`src/rtl/booth_r4_mult_param_pkg.sv`:
```
// Shared types for the radix-4 Booth multiplier: FSM states, digit-select codes,
// and the iteration / chunk-count helpers.
package booth_r4_mult_param_pkg;

  typedef enum logic [2:0] {
    ST_IDLE,
    ST_LOAD_A,
    ST_LOAD_B,
    ST_CALC,
    ST_DONE
  } state_t;

  typedef enum logic [2:0] {
    SEL_0,
    SEL_P1,
    SEL_P2,
    SEL_M1,
    SEL_M2
  } sel_t;

  // Radix-4 recode of one overlapping triplet {b(2i+1), b(2i), b(2i-1)}
  function automatic sel_t booth_sel(input logic [2:0] t);
    case (t)
      3'b001, 3'b010: return SEL_P1;
      3'b011:         return SEL_P2;
      3'b100:         return SEL_M2;
      3'b101, 3'b110: return SEL_M1;
      default:        return SEL_0;
    endcase
  endfunction

  function automatic int nit_of(input int width);
    return width / 2 + 1;
  endfunction

  function automatic int chunks_of(input int width, input int bus_w);
    return width / bus_w;
  endfunction

endpackage

```
`src/rtl/booth_r4_mult_param_digit.sv`:
```
// Combinational radix-4 Booth digit: maps a triplet and the extended
// multiplicand onto the signed addend {0, +A, +2A, -A, -2A}.
module booth_r4_digit
  import booth_r4_mult_param_pkg::*;
#(
  parameter int WIDTH = 16
) (
  input  logic        [2:0]       triplet,
  input  logic signed [WIDTH+1:0] a_ext,
  output logic signed [WIDTH+2:0] addend
);

  logic signed [WIDTH+2:0] a_w;

  assign a_w = {a_ext[WIDTH+1], a_ext};

  always_comb begin
    addend = '0;
    case (booth_sel(triplet))
      SEL_P1:  addend = a_w;
      SEL_P2:  addend = a_w <<< 1;
      SEL_M1:  addend = -a_w;
      SEL_M2:  addend = -(a_w <<< 1);
      default: addend = '0;
    endcase
  end

endmodule

```
`src/rtl/booth_r4_mult_param.sv`:
```
// Iterative radix-4 Booth multiplier: operands loaded MS chunk first over a
// narrow bus, one digit retired per clock, product held under a ready/get handshake.
module booth_r4_mult_param
  import booth_r4_mult_param_pkg::*;
#(
  parameter int WIDTH = 16,
  parameter int BUS_W = 8
) (
  input  logic                 clk,
  input  logic                 rst,
  input  logic                 start,
  input  logic                 signed_md,
  input  logic [BUS_W-1:0]     in,
  input  logic                 in_valid,
  input  logic                 get,
  output logic                 busy,
  output logic                 ready,
  output logic [2*WIDTH-1:0]   out
);

  localparam int NCHUNK = chunks_of(WIDTH, BUS_W);
  localparam int NIT    = nit_of(WIDTH);
  localparam int CW     = $clog2(NCHUNK + 1);
  localparam int IW     = $clog2(NIT + 1);
  localparam logic [CW-1:0] LAST_CHUNK = CW'(NCHUNK - 1);
  localparam logic [IW-1:0] LAST_IT    = IW'(NIT);

  function automatic logic signed [WIDTH+1:0] ext(input logic [WIDTH-1:0] x, input logic md);
    return md ? {{2{x[WIDTH-1]}}, x} : {2'b00, x};
  endfunction

  state_t                  state;
  logic                    mode_q;
  logic [CW-1:0]           chunk_cnt;
  logic [IW-1:0]           iter_cnt;
  logic [WIDTH-1:0]        a_q;
  logic [WIDTH-1:0]        b_q;
  logic signed [WIDTH+1:0] a_ext_q;
  logic signed [WIDTH+2:0] p_hi;
  logic [WIDTH+2:0]        p_lo;
  logic [2*WIDTH-1:0]      out_q;

  logic [WIDTH-1:0]          a_next;
  logic [WIDTH-1:0]          b_next;
  logic signed [WIDTH+2:0]   addend;
  logic signed [WIDTH+2:0]   sum;
  logic signed [2*WIDTH+5:0] cat;
  logic signed [2*WIDTH+5:0] shifted;
  logic [2*WIDTH-1:0]        product;

  assign a_next = (a_q << BUS_W) | WIDTH'(in);
  assign b_next = (b_q << BUS_W) | WIDTH'(in);

  booth_r4_digit #(.WIDTH(WIDTH)) u_digit (
    .triplet (p_lo[2:0]),
    .a_ext   (a_ext_q),
    .addend  (addend)
  );

  // Accumulate into the high half, then arithmetic-shift the whole pair by one digit
  assign sum     = p_hi + addend;
  assign cat     = {sum, p_lo};
  assign shifted = cat >>> 2;
  assign product = {p_hi[WIDTH-3:0], p_lo[WIDTH+2:1]};

  always_ff @(posedge clk or posedge rst) begin
    if (rst) begin
      state     <= ST_IDLE;
      mode_q    <= 1'b0;
      chunk_cnt <= '0;
      iter_cnt  <= '0;
      a_q       <= '0;
      b_q       <= '0;
      a_ext_q   <= '0;
      p_hi      <= '0;
      p_lo      <= '0;
      out_q     <= '0;
      busy      <= 1'b0;
      ready     <= 1'b0;
    end else begin
      case (state)
        ST_IDLE: begin
          if (start) begin
            state     <= ST_LOAD_A;
            mode_q    <= signed_md;
            chunk_cnt <= '0;
            busy      <= 1'b1;
          end
        end
        ST_LOAD_A: begin
          if (in_valid) begin
            a_q <= a_next;
            if (chunk_cnt == LAST_CHUNK) begin
              chunk_cnt <= '0;
              state     <= ST_LOAD_B;
            end else begin
              chunk_cnt <= chunk_cnt + CW'(1);
            end
          end
        end
        ST_LOAD_B: begin
          if (in_valid) begin
            b_q <= b_next;
            if (chunk_cnt == LAST_CHUNK) begin
              chunk_cnt <= '0;
              iter_cnt  <= '0;
              a_ext_q   <= ext(a_q, mode_q);
              p_hi      <= '0;
              p_lo      <= {ext(b_next, mode_q), 1'b0};
              state     <= ST_CALC;
            end else begin
              chunk_cnt <= chunk_cnt + CW'(1);
            end
          end
        end
        ST_CALC: begin
          if (iter_cnt == LAST_IT) begin
            out_q <= product;
            busy  <= 1'b0;
            ready <= 1'b1;
            state <= ST_DONE;
          end else begin
            p_hi     <= shifted[2*WIDTH+5:WIDTH+3];
            p_lo     <= shifted[WIDTH+2:0];
            iter_cnt <= iter_cnt + IW'(1);
          end
        end
        ST_DONE: begin
          if (get) begin
            ready <= 1'b0;
            state <= ST_IDLE;
          end
        end
        default: state <= ST_IDLE;
      endcase
    end
  end

  assign out = out_q;

endmodule

```
`config.mk`:
```
export PLATFORM = sky130hd
export DESIGN_NAME = booth_r4_mult_param
export DESIGN_NICKNAME = d
export VERILOG_FILES = /design/src/rtl/booth_r4_mult_param_pkg.sv /design/src/rtl/booth_r4_mult_param_digit.sv /design/src/rtl/booth_r4_mult_param.sv
export SDC_FILE = /design/constraint.sdc
export NUM_CORES = 1
export LEC_CHECK = 0
export ABC_AREA = 1
export BUFFER_PORTS_ARGS = -buffer_cell sky130_fd_sc_hd__buf_4
export CAP_MARGIN = 20
export CORE_AREA = 5 5 148 150
export DETAILED_ROUTE_END_ITERATION = 12
export DIE_AREA = 0 0 153 155
export GPL_TIMING_DRIVEN = 0
export PLACE_DENSITY = 0.53
export SLEW_MARGIN = 20
export SYNTH_ARGS = -nofsm -noshare
export SYNTH_HDL_FRONTEND = slang
export SYNTH_SLANG_ARGS = --single-unit
```
`constraint.sdc`:
```
create_clock -name clk -period 7.9 [get_ports clk]
set_input_delay 0.395 -clock clk [delete_from_list [all_inputs] [get_ports clk]]
set_output_delay 0.395 -clock clk [all_outputs]
set_load 0.02 [all_outputs]
```
==> results.py, run 1 <==
metrics = {
    "setup_path": {
        "r2r-start": "p_lo[1]",
        "worstSetupPathType": "flop to flop",
        "cp-startpoint": "p_lo[1]",
        "crit_path_start_kind": "flop",
        "worst-path-max-fanout": 10,
        "r2r.worst_path.cells": 18,
        "crit_arrival_ns": 3.56,
        "endpoint_kind": "flop",
        "cp.required_ns": 8.26,
        "reg2reg_to": "p_hi[8]",
        "r2r_setup_slack_ns": 4.70,
    },
    "route": {
        "vias": 5818,
        "drc": 0,
        "dr.pass1.iters": 5,
        "final_antenna_net_count": 0,
        "first_iter_violations": 392,
        "drt-total-wl_um": 18900,
        "wl_per_cell_um": 15.6,
        "vias_per_cell": 4.81,
    },
    "placed_design": {
        "placed_area_sq_um": 7330,
        "dp_hpwl_um": 14000,
        "gp_congestion": 0.900,
        "io_buffers": 47,
    },
    "power_and_ir_drop": {
        "powerDensity_nw_per_um2": 506,
        "power_leakage_uw": 0.00388,
        "ir_drop_mv": 0.188,
    },
    "die": {
        "dieArea_sq_um": 23700,
        "die_h_um": 155,
        "rows": 53,
        "ios": 48,
        "start_util": 0.321,
        "core_area_sq_um": 20600,
        "die_x_um": 153,
    },
    "clock_tree": {
        "clkSinkCount": 121,
        "ctsHtreeMaxLevel": 4,
        "cts_setup_buffers": 0,
        "cts_tree": "yes",
        "ctsResizeCount": 0,
        "cts.path.max_buffers": 2,
        "cts_inserted_buffers": 17,
        "cts-root-buf": "clkbuf_16",
        "cts_hold_buf": 0,
        "path_clk_slew_ns": 0.06,
        "clock_latency_ns": 0.42,
    },
    "sta": {
        "min_period_over_period": 0.405,
        "fmax_mhz": 312,
        "setup_viol": 0,
        "worst_slew_pin_slew_ns": 0.647,
        "slew_viol_final": 0,
        "holdWs_ns": -0.000535,
        "rsz0062_at_grt": "false",
        "min_period_ns": 3.20,
        "slew-limit-headroom": 0.565,
        "hold_viol": 1,
        "finalSetupTns_ns": 0,
        "clock_skew_ns": 0.00955,
    },
    "job": {
        "maxCapViolations": 0,
    },
    "global_route": {
        "grt_usage": 0.166,
        "grt_max_degree": 63,
        "antenna_found_initial": 0,
        "grt_pass1_wl_um": 31200,
        "grt_pass1_vias": 5796,
        "grt_overflow": 0,
    },
    "synth": {
        "synth_async_sr_flop_share": 1.00,
        "syn-num-nets": 890,
        "ys.flop_type": "dfrtp_1",
        "synth_area_per_cell_sq_um": 7.73,
        "synth-edff-count": 0,
        "syn_inst": 854,
        "synth_seq_cells": 121,
        "ys_warn_count": 0,
        "synth-seq-area-share": 0.459,
        "ys_types": 40,
        "synth_area_sq_um": 6600,
    },
    "status": {
        "violations": "hold timing",
        "outcome": "complete, but fails checks",
    },
    "final_layout": {
        "utilization": 0.387,
        "seq_area_sq_um": 3030,
        "final_common_cell": "nand2_1",
        "mostFrequentLayoutCells": "nand2_1, dfrtp_1, inv_1",
        "synthToLayoutAreaGrowth_pct": 20.6,
        "multi_input_area_sq_um": 3040,
        "final_nets": 957,
        "fin_area_sq_um": 7960,
        "antenna_cells": 0,
        "fill_cells": 2197,
        "drive_above_1_share": 0.140,
    },
    "worst_hold_path": {
        "hp-class": "input pin to async pin",
    },
}
## worst max path at each step
stage,slack (ns),end,cells after the start
final,4.70,p_hi[8],18
after global routing,4.43,p_hi[8],18
after CTS,4.73,p_hi[8],18
after detailed placement,4.76,p_hi[8],18
after global placement,2.56,out[31],2
after floorplan,4.29,a_ext_q[0],1
## power breakdown
part	switching, uW	internal, uW
Clock	316	513
Sequential	189	881
Combinational	1400	734
## worst max-delay path, cell delays in order (launching register included)
cell       delay, ns
dfrtp_1         0.39
nor2_1          0.09
inv_2           0.06
nand2_1         0.07
nor2_1          0.32
inv_2           0.11
buf_2           0.21
o2111ai_1       0.38
ha_1            0.36
nand2_1         0.08
nand2_1         0.08
nor2_2          0.22
nor2_1          0.06
or2_1           0.29
nand2_1         0.08
nand2_1         0.08
a21oi_1         0.12
o21ai_1         0.07
nand2_1         0.06
## area by class of cell
cell class                 instances  share of cell area
buffer                            29              0.0167
clock buffer                      18              0.0552
clock inverter                    14              0.0234
inverter                         107              0.0514
multi-input combinational        597               0.382
sequential                       121               0.380
tap                              275              0.0432
timing repair buffer              48              0.0478
## cells by family (layout without fill, tap and decap cells)
| group | count (synthesis) | count (layout) | synth area share |
|---|---|---|---|
| and+or+nand+nor | 361 | 361 | 0.233 |
| buffers and inverters | 136 | 216 | 0.0809 |
| DFF | 121 | 121 | 0.459 |
| adders and majority gates | 22 | 22 | 0.0428 |
| AOI/OAI and AO/OA | 199 | 199 | 0.164 |
| muxes | 1 | 1 | 0.00171 |
| xor gates and xnor gates | 14 | 14 | 0.0186 |
## metal layers
layer  track usage  wire [um]  part of all wire
met2         0.261       8690              0.46
met5             0          0                 0
met4        0.0675        537             0.028
met3        0.0331        626             0.033
met1         0.226       9060              0.48
## synth_stat cells, drive strengths merged (2+ instances only)
| library cell | count | share of area |
|---|---|---|
| nand3b | 5 | 0.0057 |
| nor2 | 69 | 0.045 |
| o21bai | 4 | 0.0045 |
| inv | 107 | 0.061 |
| nand2 | 229 | 0.13 |
| dfrtp | 121 | 0.46 |
| o221ai | 2 | 0.0027 |
| xnor2 | 2 | 0.0027 |
| nand3 | 39 | 0.031 |
| nor3 | 4 | 0.0030 |
| ha | 21 | 0.040 |
| or2 | 3 | 0.0028 |
| a21oi | 32 | 0.024 |
| o2111ai | 4 | 0.0053 |
| o22ai | 16 | 0.015 |
| clkbuf | 12 | 0.0068 |
| buf | 17 | 0.013 |
| o211ai | 8 | 0.0091 |
| o21ai | 128 | 0.097 |
| nand4 | 10 | 0.010 |
| xor2 | 12 | 0.016 |
## through the flow
step	total power (uW)	instances	worst slack (ns)	hold slack, ns
finish	4030	1209	4.70	-0.000535
global route	4400	1209	4.43	0.0161
CTS	4050	1209	4.73	0.00858
detailed placement	3200	1177	4.76	0.464
global placement	3190	1176	2.56	0.465
floorplan	2570	854	4.29	0.453
## flip-flops by register name, summed over array words and instances (netlist names)
| signal | count |
|---|---|
| a_ext_q | 17 |
| a_q | 16 |
| b_q | 8 |
| busy | 1 |
| chunk_cnt | 2 |
| iter_cnt | 4 |
| mode_q | 1 |
| out | 32 |
| p_hi | 17 |
| p_lo | 19 |
| ready | 1 |
| state | 3 |
No activity file was read; power rests on OpenSTA's default activity.
==> inputs of run 2 (changes only) <==
Settings changed: PLACE_DENSITY 0.53 to 0.55.
Clock period 7.9 ns to 2.8 ns, I/O delays scaled along.
==> results.py, run 2 (synthesis gave the netlist of run 1 again) <==
metrics = {
    "setup_path": {
        "r2r.worst_path.cells": 20,
        "worstSetupPathType": "flop to flop",
        "cp_num_cells": 20,
        "critical_path.top_delay_family": "simple AND/OR/NAND/NOR gates",
        "path_common_cell": "nand2_1",
        "slowest_delay_ns": 0.39,
        "crit_arrival_ns": 3.12,
        "crit_path_start_kind": "flop",
        "path_cells": "inv_2 -> ha_4 -> nand2_4 -> nor2_4 -> nand2_2 -> nor2_4 -> nand2_4 -> o21ai_2 -> inv_1 -> nand2_1 -> nand3b_1 -> ha_4 -> buf_6 -> nand4_1 -> nor2_2 -> nand4_1 -> nand3_2 -> nand2_1 -> nand2_1 -> o21ai_1",
        "worst-path-max-fanout": 4,
        "endpoint_kind": "flop",
        "path_buf_inv": 3,
        "cp.required_ns": 3.10,
        "cp_slowest_cell": "dfrtp_1",
    },
    "sta": {
        "setup_ws_ns": -0.0227,
        "slew-limit-headroom": 0.647,
        "min_period_over_period": 1.01,
        "fmax_mhz": 354,
        "min_period_ns": 2.82,
        "setup_viol": 4,
        "worst_slew_pin_slew_ns": 0.530,
        "clock_skew_ns": 0.00789,
        "rsz0062_at_grt": "true",
        "slew_viol_final": 0,
        "hold_viol": 0,
    },
    "clock_tree": {
        "clkSinkCount": 121,
        "cts_inserted_buffers": 17,
        "path_clk_slew_ns": 0.06,
        "cts-root-buf": "clkbuf_16",
        "clock_latency_ns": 0.42,
        "cts_tree": "yes",
        "cts.path.max_buffers": 2,
        "ctsHtreeMaxLevel": 4,
    },
    "route": {
        "vias": 6026,
        "drc": 0,
        "vias_per_cell": 4.86,
        "wl_per_cell_um": 15.5,
        "drt-total-wl_um": 19200,
        "first_iter_violations": 393,
        "final_antenna_net_count": 0,
        "dr.pass1.iters": 5,
    },
    "power_and_ir_drop": {
        "power_leakage_uw": 0.00411,
        "clock_power_share": 0.176,
        "p_comb_frac": 0.592,
        "ir_drop_mv": 0.591,
        "intPower_uw": 7220,
        "sw_frac_of_total": 0.458,
        "switchingPower_uw": 6120,
        "powerDensity_nw_per_um2": 1520,
        "power.share.sequential": 0.232,
    },
    "placed_design": {
        "dp_hpwl_um": 14100,
        "placedCellCount": 1180,
        "dpl_worst_slack_ns": -0.284,
        "io_buffers": 47,
        "gp_congestion": 0.893,
    },
    "worst_hold_path": {
        "whs_path_depth": 3,
        "hp-class": "input pin to flop",
    },
    "die": {
        "ios": 48,
        "core_area_sq_um": 20600,
        "die_h_um": 155,
        "die_x_um": 153,
        "start_util": 0.321,
        "dieArea_sq_um": 23700,
        "rows": 53,
    },
    "final_layout": {
        "final_common_cell": "nand2_1",
        "synthToLayoutAreaGrowth_pct": 32.9,
        "mostFrequentLayoutCells": "nand2_1, dfrtp_1, inv_1",
        "finalNonFillerCells": 1241,
        "drive_above_1_share": 0.253,
        "final_nets": 989,
        "largest_reg_flops": 32,
        "fill_cells": 2103,
        "antenna_cells": 0,
    },
    "global_route": {
        "grt_pass1_vias": 5977,
        "grt_pass1_wl_um": 31100,
        "grt_overflow": 0,
        "grt_max_degree": 31,
        "antenna_found_initial": 0,
        "grt_usage": 0.162,
    },
    "status": {
        "violations": "setup timing",
        "outcome": "complete, but fails checks",
    },
    "job": {
        "maxCapViolations": 0,
    },
}
==> run 2: changes by cell type in the layout (fill, tap and decap cells not counted), moves of 8 or more <==
cell	before	now
nor2_2	5	13
nor2_1	61	45
a21oi_2	0	10
ha_4	0	13
nand2_1	222	208
nor2_4	3	11
ha_1	21	7
nand2_2	6	15
a21oi_1	32	21
buf_4	48	73
==> run 2: path summary, 6_finish.rpt <==
check / from / slack, ns / endpoint
max: a_ext_q[1] / -0.02 / p_hi[15]
min: start / 0.04 / busy
max reg2reg: a_ext_q[1] / -0.02 / p_hi[15]
min reg2reg: a_q[10] / 0.48 / a_q[10]
max in group asynchronous: rst / 1.36 / a_q[14]
min in group asynchronous: rst / 0.32 / out[24]
==> run 2: what timing repair did <==
action,in CTS,in global routing
hold endpoints to repair,23,0
gates resized for setup,34,81
buffers inserted,12,14
endpoints found under the setup margin,12,12
pin swaps,16,46
hold buffers,3,0
==> run 2: layout make-up <==
cell class | instances | area, sq um | share of cell area
clock buffers | 19 | 443 | 0.0505
well taps | 275 | 344 | 0.0392
inverters | 107 | 408 | 0.0465
repair buffers | 80 | 673 | 0.0767
clock inverters | 13 | 191 | 0.0218
multi-input cells | 597 | 3540 | 0.403
plain buffers | 29 | 149 | 0.0170
flip-flops and latches | 121 | 3030 | 0.345
==> run 2: worst min-delay path: stages <==
cell and delay [ns]:
buf_4 0.09, nand3_1 0.11, nand2_1 0.09
==> run 2: through the flow <==
step	power, uW	hold slack (ns)	setup TNS, ns	util	cell area, sq um
finish	13300	0.0359	-0.0492	0.427	8770
global route	14400	0.0536	-1.40	0.427	8770
CTS	12000	0.0274	-0.00982	0.404	8310
detailed placement	8970	0.220	-2.07	0.360	7390
global placement	8910	0.355	-1.72	0.355	7300
floorplan	7250	0.248	0	-	6610
==> run 2: power groups by stage <==
stage,combinational [uW],clock [uW],sequential [uW]
floorplan,4150,0,3090
finish,7890,2350,3090
global route,8700,2470,3190
global placement,5870,0,3040
CTS,6580,2380,3050
detailed placement,5930,0,3050
==> run 2: routing by layer <==
metal,wire (um),global-route usage,share of wire
met1,8690,0.213,0.45
met2,9350,0.275,0.49
met3,751,0.0312,0.039
met4,454,0.0429,0.024
met5,0,0,0
==> inputs of run 3 (changes only) <==
Clock period 2.8 ns to 2.5 ns, I/O delays scaled along.
==> results.py, run 3 (synthesis gave the netlist of run 1 again) <==
metrics = {
    "setup_path": {
        "crit_path_start_kind": "flop",
        "cp_slowest_cell": "dfrtp_1",
        "path_cells": "inv_2 -> ha_4 -> nand2_4 -> nor2_4 -> nand2_2 -> nor2_4 -> nand2_2 -> nor2_2 -> xor2_1 -> nand2_1 -> nand3b_1 -> ha_4 -> nand4_1 -> nor2_4 -> nand4_1 -> nand3_2 -> nand2_1 -> nand2_1 -> o21ai_1",
        "endpoint_kind": "flop",
        "slowest_delay_ns": 0.41,
        "cp.required_ns": 2.82,
        "worst-path-max-fanout": 5,
        "crit_arrival_ns": 3.14,
        "worstSetupPathType": "flop to flop",
    },
    "route": {
        "vias": 6065,
        "drt-total-wl_um": 19400,
        "vias_per_cell": 4.86,
        "drc": 0,
        "dr.pass1.iters": 5,
        "wl_per_cell_um": 15.5,
        "first_iter_violations": 348,
        "final_antenna_net_count": 0,
    },
    "final_layout": {
        "fill_cells": 2075,
        "final_common_cell": "nand2_1",
        "drive_above_1_share": 0.283,
        "antenna_cells": 0,
        "largest_reg_flops": 32,
        "final_nets": 996,
        "utilization": 0.438,
        "multi_input_area_sq_um": 3730,
        "mostFrequentLayoutCells": "nand2_1, dfrtp_1, inv_1",
        "seq_area_sq_um": 3030,
        "synthToLayoutAreaGrowth_pct": 36.3,
    },
    "global_route": {
        "grt_max_degree": 32,
        "grt_pass1_wl_um": 31300,
        "grt_overflow": 0,
        "grt_pass1_vias": 6076,
        "grt_usage": 0.163,
        "antenna_found_initial": 0,
    },
    "die": {
        "start_util": 0.321,
        "dieArea_sq_um": 23700,
        "core_area_sq_um": 20600,
        "ios": 48,
        "die_x_um": 153,
        "die_h_um": 155,
        "rows": 53,
    },
    "placed_design": {
        "dp_hpwl_um": 13800,
        "gp_congestion": 0.913,
        "dpl_worst_slack_ns": -0.533,
        "io_buffers": 47,
    },
    "clock_tree": {
        "clock_latency_ns": 0.44,
        "path_clk_slew_ns": 0.06,
        "cts_tree": "yes",
        "cts_inserted_buffers": 17,
        "clkSinkCount": 121,
        "cts-root-buf": "clkbuf_16",
        "ctsHtreeMaxLevel": 4,
        "cts.path.max_buffers": 2,
    },
    "status": {
        "outcome": "complete, but fails checks",
        "violations": "setup timing",
    },
    "sta": {
        "setup_ws_ns": -0.323,
        "setup_viol": 10,
        "slew-limit-headroom": 0.554,
        "clock_skew_ns": 0.00807,
        "min_period_over_period": 1.13,
        "worst_slew_pin_slew_ns": 0.670,
        "min_period_ns": 2.82,
        "fmax_mhz": 354,
        "rsz0062_at_grt": "true",
        "hold_viol": 0,
        "slew_viol_final": 0,
    },
    "job": {
        "maxCapViolations": 0,
    },
    "worst_hold_path": {
        "hp-class": "input pin to flop",
    },
}
[run 3: path summary, 6_finish.rpt]
path	from	slack [ns]	endpoint	depth (start not counted)
worst max-delay path	a_ext_q[0]	-0.32	p_hi[15]	19
worst min-delay path	in[3]	0.01	a_q[3]	3
worst max register to register	a_ext_q[0]	-0.32	p_hi[15]	19
worst min register to register	out[26]	0.48	out[26]	2
max in group asynchronous	rst	1.54	out[25]	5
min in group asynchronous	rst	0.26	p_hi[17]	3
[run 3: metal layers]
| layer | vias to the layer above | GRT usage | part of all wire |
|---|---|---|---|
| met5 | - | 0 | 0 |
| met4 | 0 | 0.0462 | 0.015 |
| met3 | 31 | 0.0384 | 0.039 |
| met2 | 128 | 0.270 | 0.48 |
| met1 | 2888 | 0.216 | 0.46 |
| li1 | 3018 | - | - |
[run 3: layout make-up]
| type | count | share of cell area |
|---|---|---|
| Buffer | 29 | 0.0168 |
| Multi-Input combinational cell | 597 | 0.414 |
| Clock buffer | 17 | 0.0473 |
| Tap cell | 275 | 0.0382 |
| Inverter | 107 | 0.0456 |
| Clock inverter | 15 | 0.0210 |
| Timing Repair Buffer | 87 | 0.0805 |
| Sequential cell | 121 | 0.337 |
[run 3: per-stage QoR]
stage          instance area (sq um)  setup TNS, ns  hold WS [ns]  std cells
5_1_grt                         9000          -4.93        0.0418       1248
4_1_cts                         8480          -1.80        0.0158       1231
6_report                        9000          -2.44        0.0143       1248
3_5_place_dp                    7420          -5.35         0.164       1180
2_1_floorplan                   6640              0         0.233        854
3_3_place_gp                    7330          -5.75         0.365       1176
[run 3: critical path: cells and delay by family (launching register included)]
| family | cells | cell delay [ns] |
|---|---|---|
| flops | 1 | 0.41 |
| xor+xnor | 1 | 0.09 |
| buf+inv | 1 | 0.09 |
| simple gates | 14 | 1.56 |
| fa+ha+maj | 2 | 0.50 |
| compound gates | 1 | 0.07 |
[run 3: repair_timing]
| action | 4_1_cts | 5_1_grt |
|---|---|---|
| gates resized for setup | 62 | 88 |
| hold buffers | 4 | 0 |
| buffers inserted | 15 | 17 |
| pin swaps | 14 | 54 |
| endpoints found under the hold margin | 18 | 0 |
| setup endpoints to repair | 16 | 15 |
Power of run 3 is not shown: default switching activity piles up to over one toggle a cycle in this logic, so the estimate is an artifact.
